`src/rtl/pixel_stream_pkg.sv`:
```
// Shared definitions for the pixel stream sequencer and the image read/write blocks.
// Latency: n/a (types and constants only).
// Backpressure: n/a.
package pixel_stream_pkg;

    // Frame sequencer states
    typedef enum logic [2:0] {
        IDLE      = 3'd0,
        VSYNC_DLY = 3'd1,
        LINE      = 3'd2,
        HBLANK    = 3'd3,
        DONE      = 3'd4
    } state_t;

    // Default image geometry shared with the image read/write blocks
    localparam int DEF_WIDTH  = 768;
    localparam int DEF_HEIGHT = 512;

endpackage

```
`src/rtl/pixel_stream_ctrl_cycle_timer.sv`:
```
// Loadable down-counter that stops at zero and flags it; reused for lead-in and blanking.
// Latency: a load of N raises zero after N further cycles (zero in the same cycle for N=0).
// Backpressure: none; counts every cycle until it reaches zero.
module cycle_timer #(
    parameter int W = 8
) (
    input  logic         clk,
    input  logic         rst,
    input  logic         load,
    input  logic [W-1:0] load_val,
    output logic         zero
);

    logic [W-1:0] cnt;

    // Count down to zero; a load overrides the decrement
    always_ff @(posedge clk) begin
        if (rst) begin
            cnt <= '0;
        end else if (load) begin
            cnt <= load_val;
        end else if (cnt != '0) begin
            cnt <= cnt - W'(1);
        end
    end

    assign zero = (cnt == '0);

endmodule

```
`src/rtl/pixel_stream_ctrl.sv`:
```
// Frame sequencer: VSYNC lead-in, per-line HSYNC windows with blanking, pixel-pair ADDR. BOTTOM_UP_EN selects bottom-up rows.
// Latency: VSYNC 1 cycle after start, first HSYNC START_DLY+1 cycles after start; all outputs registered.
// Backpressure: in LINE a pair advances only when ready=1; ADDR and HSYNC hold while ready=0.
module pixel_stream_ctrl
    import pixel_stream_pkg::state_t, pixel_stream_pkg::IDLE, pixel_stream_pkg::VSYNC_DLY,
           pixel_stream_pkg::LINE, pixel_stream_pkg::DONE,
           pixel_stream_pkg::DEF_WIDTH, pixel_stream_pkg::DEF_HEIGHT;
#(
    parameter int WIDTH     = DEF_WIDTH,
    parameter int HEIGHT    = DEF_HEIGHT,
    parameter int ADDR_W    = 20,
    parameter int START_DLY = 100,
    parameter int HBLANK    = 160
) (
    input  logic              HCLK,
    input  logic              HRESET,
    input  logic              start,
    input  logic              ready,
    output logic              busy,
    output logic              VSYNC,
    output logic              HSYNC,
    output logic [ADDR_W-1:0] ADDR,
    output logic              frame_done,
    output logic              ctrl_done
);

    localparam int CW   = $clog2(WIDTH);
    localparam int RW   = (HEIGHT > 1) ? $clog2(HEIGHT) : 1;
    localparam int TMAX = (START_DLY > HBLANK) ? START_DLY : HBLANK;
    localparam int TW   = (TMAX > 1) ? $clog2(TMAX) : 1;

    localparam logic [CW-1:0] LAST_COL = CW'(WIDTH - 2);
    localparam logic [RW-1:0] LAST_ROW = RW'(HEIGHT - 1);
    localparam logic [TW-1:0] VS_LOAD  = TW'(START_DLY - 1);
    localparam logic [TW-1:0] HB_LOAD  = TW'((HBLANK > 0) ? HBLANK - 1 : 0);

`ifdef BOTTOM_UP_EN
    // Bottom-up (BMP) order: start at the last row and walk the base downwards
    localparam logic [ADDR_W-1:0] FIRST_BASE = ADDR_W'((HEIGHT - 1) * WIDTH);
`else
    localparam logic [ADDR_W-1:0] FIRST_BASE = '0;
`endif

    state_t            state, state_nx;
    logic [CW-1:0]     col, col_nx;
    logic [RW-1:0]     row, row_nx;
    logic [ADDR_W-1:0] base, base_nx, addr_nx, base_step;
    logic              ctrl_done_nx;
    logic              tmr_load, tmr_zero;
    logic [TW-1:0]     tmr_val;

    cycle_timer #(.W(TW)) u_timer (
        .clk      (HCLK),
        .rst      (HRESET),
        .load     (tmr_load),
        .load_val (tmr_val),
        .zero     (tmr_zero)
    );

    // Next line base: one row away, wrapping modulo 2^ADDR_W
`ifdef BOTTOM_UP_EN
    assign base_step = base - ADDR_W'(WIDTH);
`else
    assign base_step = base + ADDR_W'(WIDTH);
`endif

    // State register
    always_ff @(posedge HCLK) begin
        if (HRESET) begin
            state <= IDLE;
        end else begin
            state <= state_nx;
        end
    end

    // Next-state, address walk and timer control
    always_comb begin
        state_nx     = state;
        col_nx       = col;
        row_nx       = row;
        base_nx      = base;
        addr_nx      = ADDR;
        ctrl_done_nx = ctrl_done;
        tmr_load     = 1'b0;
        tmr_val      = VS_LOAD;
        case (state)
            IDLE: begin
                if (start) begin
                    state_nx     = VSYNC_DLY;
                    ctrl_done_nx = 1'b0;
                    tmr_load     = 1'b1;
                    tmr_val      = VS_LOAD;
                end
            end
            VSYNC_DLY: begin
                if (tmr_zero) begin
                    state_nx = LINE;
                    col_nx   = '0;
                    row_nx   = '0;
                    base_nx  = FIRST_BASE;
                    addr_nx  = FIRST_BASE;
                end
            end
            LINE: begin
                if (ready) begin
                    if (col == LAST_COL) begin
                        if (row == LAST_ROW) begin
                            state_nx     = DONE;
                            ctrl_done_nx = 1'b1;
                        end else begin
                            row_nx  = row + RW'(1);
                            col_nx  = '0;
                            base_nx = base_step;
                            addr_nx = base_step;
                            if (HBLANK == 0) begin
                                state_nx = LINE;
                            end else begin
                                state_nx = pixel_stream_pkg::HBLANK;
                                tmr_load = 1'b1;
                                tmr_val  = HB_LOAD;
                            end
                        end
                    end else begin
                        col_nx  = col + CW'(2);
                        addr_nx = ADDR + ADDR_W'(2);
                    end
                end
            end
            pixel_stream_pkg::HBLANK: begin
                if (tmr_zero) begin
                    state_nx = LINE;
                end
            end
            DONE: begin
                state_nx = IDLE;
            end
            default: begin
                state_nx = IDLE;
            end
        endcase
    end

    // Datapath registers and outputs decoded from the next state so they align with it
    always_ff @(posedge HCLK) begin
        if (HRESET) begin
            col        <= '0;
            row        <= '0;
            base       <= '0;
            ADDR       <= '0;
            busy       <= 1'b0;
            VSYNC      <= 1'b0;
            HSYNC      <= 1'b0;
            frame_done <= 1'b0;
            ctrl_done  <= 1'b0;
        end else begin
            col        <= col_nx;
            row        <= row_nx;
            base       <= base_nx;
            ADDR       <= addr_nx;
            busy       <= (state_nx != IDLE);
            VSYNC      <= (state_nx == VSYNC_DLY);
            HSYNC      <= (state_nx == LINE);
            frame_done <= (state_nx == DONE);
            ctrl_done  <= ctrl_done_nx;
        end
    end

endmodule

```
`config.mk`:
```
export PLATFORM = sky130hd
export DESIGN_NAME = pixel_stream_ctrl
export DESIGN_NICKNAME = d
export VERILOG_FILES = /design/src/rtl/pixel_stream_pkg.sv /design/src/rtl/pixel_stream_ctrl_cycle_timer.sv /design/src/rtl/pixel_stream_ctrl.sv
export SDC_FILE = /design/constraint.sdc
export NUM_CORES = 1
export LEC_CHECK = 0
export BUFFER_PORTS_ARGS = -buffer_cell sky130_fd_sc_hd__buf_4
export CORE_ASPECT_RATIO = 1.1
export CORE_MARGIN = 5
export CORE_UTILIZATION = 56
export CTS_CLUSTER_DIAMETER = 120
export DETAILED_ROUTE_END_ITERATION = 10
export PLACE_DENSITY = 0.75
export SLEW_MARGIN = 20
export SYNTH_ARGS = -nofsm -noshare
export SYNTH_HDL_FRONTEND = slang
export SYNTH_SLANG_ARGS = --single-unit
```
`constraint.sdc`:
```
create_clock -name HCLK -period 6.6 [get_ports HCLK]
set_input_delay 0.33 -clock HCLK [delete_from_list [all_inputs] [get_ports HCLK]]
set_output_delay 0.33 -clock HCLK [all_outputs]
set_load 0.02 [all_outputs]
```
* After elaboration in Yosys (flattened, before gate mapping)
Index checks and enable logic that the tools add are counted.
** Word-level totals
- Bits in registers :: 75
- Bits of input ports :: 4
- Output and inout port bits :: 25
- Word-level logic and storage cells :: 82
** Operators by class
- $add $sub $neg :: 5
- Equality and inequality tests :: 15
- Muxes and demuxes :: 40
- Reduce and logical (&&, ||, !) cells :: 11
** Operator list (count)
- $mux W20 :: 6
- $pmux W20 S2 :: 2
- $mux W8 :: 6
- $mux W10 :: 4
- $mux W9 :: 4
- $add A20 B10 Y20 const B :: 1
- $add A20 B2 Y20 const B :: 1
- $pmux W10 S2 :: 1
- $pmux W9 S2 :: 1
- $mux W3 :: 5
- $ne A2 B2 Y1 const B :: 6
- $add A10 B2 Y10 const B :: 1
- $eq A10 B10 Y1 const B :: 1
- $reduce_and A5 Y1 :: 2
- $add A9 B1 Y9 const B :: 1
- $eq A3 B2 Y1 const B :: 3
- $eq A9 B9 Y1 const B :: 1
- $pmux W3 S3 :: 1
- $logic_not A8 Y1 :: 1
- $mux W1 :: 8
- $reduce_bool A8 Y1 :: 1
- $sub A8 B1 Y8 const B :: 1
- $eq A3 B1 Y1 const B :: 2
- $reduce_bool A2 Y1 :: 3
- 7 further kinds :: 8

* Depth between registers and ports, before layout
- Depth in word-level cells :: 6
- Gate-level depth with buffers :: 9

* By module
A second synthesis with hierarchy kept.
** Second synthesis, totals
- Cell total of the unflattened synthesis :: 435
- Area total of the unflattened synthesis :: 3490.8 um^2
** By module, submodules not included
- pixel_stream_ctrl :: times used 1, cells each 382, area an instance 3015.4 um^2, seq. area each 1161.1 um^2
- cycle_timer :: times used 1, cells each 53, area an instance 475.5 um^2, seq. area each 160.2 um^2

* Worst setup path before layout
Ideal clock, no wire load.
- Path type :: reg-to-reg
- Start point :: reg ADDR[1]
- End point :: reg ADDR[19]
- Arrival :: 2103 ps
- Path slack :: 4379 ps
- Stages on the path, launching flop included :: 7
- Buffers on the path :: 0
- Period minus slack after synthesis :: 2221 ps
- Cell sequence :: dfxtp_1 -> ha_1 -> nand3_1 -> nor4_1 -> a31o_2 -> nand3_1 -> a32o_1
** On the way
- Word-level cells in the longest chain between the ends :: 4
** Ends and longest elaborated chain
- start, declared :: line pixel_stream_ctrl.sv:22 : output logic [ADDR_W-1:0] ADDR,
- start signal, assigned :: line pixel_stream_ctrl.sv:159 : ADDR <= addr_nx;
- $add A20 B2 Y20 :: line pixel_stream_ctrl.sv:125 : addr_nx = ADDR + ADDR_W'(2);
- $mux W20 :: line pixel_stream_ctrl.sv:106 : if (col == LAST_COL) begin
- $mux W20 :: line pixel_stream_ctrl.sv:105 : if (ready) begin
- $pmux W20 S2 :: line pixel_stream_ctrl.sv:86 : case (state)
Every way passes these cells. The select of a mux whose other input is x is not followed.
A chain may end at the register's enable or synchronous reset.

* Worst setup path in the final report
- Start point :: reg row[0]
- End point :: reg base[14]
** On the way
- Word-level cells in the longest chain between the ends :: 3
** Ends and longest elaborated chain
- start, declared :: line pixel_stream_ctrl.sv:46 : logic [RW-1:0] row, row_nx;
- start signal, assigned :: line pixel_stream_ctrl.sv:157 : row <= row_nx;
- $eq A9 B9 Y1 :: line pixel_stream_ctrl.sv:107 : if (row == LAST_ROW) begin
- $ne A2 B2 Y1 (no source line)
- $reduce_and A5 Y1 (no source line)
- end signal, assigned :: line pixel_stream_ctrl.sv:158 : base <= base_nx;
- end, declared :: line pixel_stream_ctrl.sv:47 : logic [ADDR_W-1:0] base, base_nx, addr_nx, base_step;
Every way passes these cells.

==> impl_metrics.tcl <==
set metrics [dict create \
    status "finished clean" \
    worst_pin_slew_ns 0.814 \
    holdPathStages 2 \
    cpPeakStageDelay_ns 0.64 \
    final_common_cell "dfxtp_1" \
    layout_min_cycle_time_ns 2.54 \
    max_freq_mhz 393 \
    netlist_area_sq_mm 0.00359 \
    postCtsResizedCells 0 \
    drv_cap 0 \
    holdWs_ns 0.477 \
    p_leak_nw 1.40 \
    firstDrtPassIters 5 \
    final_cell_mix "dfxtp_1 (66), a21oi_1 (54), nor2_1 (43)" \
    place.gp.congestion 0.823 \
    cts-buffers-inserted 9 \
    gr-total-overflow 0 \
    antenna_found_initial 0 \
    synth_edf_count 0 \
    dpl-instance-area_sq_mm 0.00384 \
    wl_microns 8940 \
    ant_nets 0 \
    hpwl_microns 6110 \
    cts_buffer_depth 2 \
    fp.dieW_microns 86.4 \
    critPathCaptureType "register" \
    drtIter0Drc 292 \
    rows 30 \
    required_ns 6.87 \
    cp_cell_sequence "ha_1 -> nand3_1 -> nor2_1 -> ha_1 -> nor3b_1 -> nand4_1 -> or4_1 -> a21oi_1" \
    syn_to_final_growth_pct 12.4 \
    stdcell_area_sq_mm 0.00404 \
    start_util 0.580 \
    cts_root_buf "clkbuf_8" \
    grt_max_degree 60 \
    rsz0062_at_grt "false" \
    vias_per_cell 6.16 \
    die_area_sq_mm 0.00812 \
    numClockSinks 66 \
    fin_ws_ns 4.06 \
    syn_avg_cell_area_sq_um 7.83 \
    grt_pass1_vias 3204 \
    synth_seq_cells 66 \
    start_kind "register" \
    rr_worst_depth 8 \
    routed-via-count 3470 \
    drive_above_1_share 0.130 \
    vdd_drop_max_v 0.000236 \
    synth_cells 459 \
    dieHeight_microns 94.0 \
    async_reset_ff_frac 0 \
    fin_crit_sh 0.385 \
    ys.flop_type "dfxtp_1" \
    reg2reg_to "base[14]" \
    path_max_fanout 10 \
    cts_max_level 3 \
    io_pins 29 \
    cp.arrival_ns 2.81 \
    syn_nets 470 \
    slew_headroom 0.458 \
    diodes 0 \
    postCtsSetupBuffers 0 \
    clk_pin_slew_worst_paths_ns 0.07 \
    min_to "row[5]" \
    final-hold-violation-count 0 \
    slew_violations 0 \
    core_area_sq_mm 0.00619 \
    hold_class "register to register" \
    worstHoldStart "row[5]" \
    numPortBuffers 28 \
    grt_pass1_wl_microns 15100 \
    dpl.cell_count 547 \
    cp_num_buf_inv 0 \
    cts_tree "yes" \
    seq_area_frac_synth 0.368 \
    grtUsageTotal 0.229 \
    clock_latency_ns 0.34 \
    p_per_area_mw_per_mm2 260 \
    critPathMostFrequentCell "ha_1" \
    cp_slowest_cell "or4_1" \
    drc 0 \
    preCtsSetupSlack_ns 3.95 \
    path_class "register to register" \
    hold_buffers 0 \
    fin_worst_skew_ns 0.00563 \
    r2r_slack_ns 4.06 \
    nets 489 \
    yosysUniqueCellTypes 57 \
    setup_tns_ns 0 \
    synth_warnings 0 \
    r2r_start "row[0]" \
    path_delay_family "simple AND/OR/NAND/NOR gates" \
    setup_viol 0 \
    wl_per_cell_microns 15.9 \
    final_cells 563 \
]
-- worst max path at each step --
stage                 start              to  slack (ns)  cells past startpoint
finish               row[0]        base[14]        4.06                      8
global route         row[0]        base[15]        3.82                      8
global placement    ADDR[1]        ADDR[19]        3.96                      6
detailed placement   col[7]  u_timer.cnt[1]        3.95                      5
CTS                  col[7]  u_timer.cnt[1]        3.95                      5
floorplan           ADDR[1]        ADDR[19]        4.38                      6
-- logic make-up (layout without fill, tap and decap cells) --
group / count (synthesis) / after routing / share of synthesized area
simple gates: 198 / 198 / 0.294
xor+xnor: 15 / 15 / 0.0365
flops: 66 / 66 / 0.368
fa+ha+maj: 7 / 7 / 0.0244
buf+inv: 38 / 62 / 0.0439
compound gates: 133 / 133 / 0.228
mux: 2 / 2 / 0.00557
-- layer usage --
layer / wire length (microns) / track usage / up-vias
met4: 236 / 0.129 / 0
li1: - / - / 1730
met1: 4120 / 0.302 / 1613
met5: 0 / 0 / -
met2: 4180 / 0.353 / 107
met3: 409 / 0.0360 / 20
-- cells in the mapped netlist, types with 2 or more instances --
cell	n	area [sq um]
a211o_1	2	17.5
or4_1	7	52.6
o211ai_1	2	15.0
ha_1	7	87.6
nor2_1	43	161
a211oi_1	7	52.6
nand3b_1	8	60.1
nor4_1	9	56.3
or3_1	16	100
clkbuf_1	19	71.3
nand2b_1	4	25.0
and4_1	3	26.3
inv_1	14	52.6
nand2_1	36	135
or2_2	2	12.5
and3_1	4	25.0
o21a_1	2	15.0
or4_4	2	22.5
o31ai_1	3	22.5
dfxtp_1	66	1320
xnor2_1	6	52.6
a31oi_1	9	56.3
buf_2	3	15.0
xor2_1	9	78.8
nand4_1	10	62.6
or3b_2	2	17.5
nand3_1	19	95.1
nor3b_1	3	22.5
nor3_1	16	80.1
and2_1	6	37.5
nor2b_1	4	25.0
o21ai_0	32	160
mux2i_1	2	20.0
a41oi_1	2	17.5
a311oi_1	2	17.5
a22oi_1	2	15.0
a31o_2	2	17.5
a21oi_1	54	270
o2111ai_1	2	17.5
-- state kept, by name, summed over array words and instances, names as in the netlist, 3 cells and up --
register / cells
col: 9
ADDR: 20
row: 9
state: 3
u_timer.cnt: 8
base: 12
-- area by class of cell --
cell class              instances  area, sq um
fillers                       572         2150
multi-input cells             355         2140
flip-flops and latches         66         1320
repair buffers                 32          240
clock buffers                  11          131
well taps                      80          100
clock inverters                 5         55.1
inverters                      14         52.6
-- worst reg2reg max path, delay by kind of cell, from the launching register on --
kind	cells	cell delay, ns
AOI/OAI and AO/OA	1	0.15
adders and majority gates	2	0.49
DFF	1	0.34
and+or+nand+nor	5	1.49
-- stage by stage --
step	util	total power [mW]
after global routing	0.652	1.11
after global placement	0.618	0.719
final	0.652	1.05
after detailed placement	0.620	0.726
after floorplan	-	0.673
after CTS	0.650	1.06
-- where the power goes --
part	switching, mW	internal [mW]
sequential	0.0285	0.426
combinational	0.158	0.108
clock	0.157	0.173
total	0.344	0.708
Note: power is estimated with default switching activity, not from simulation.
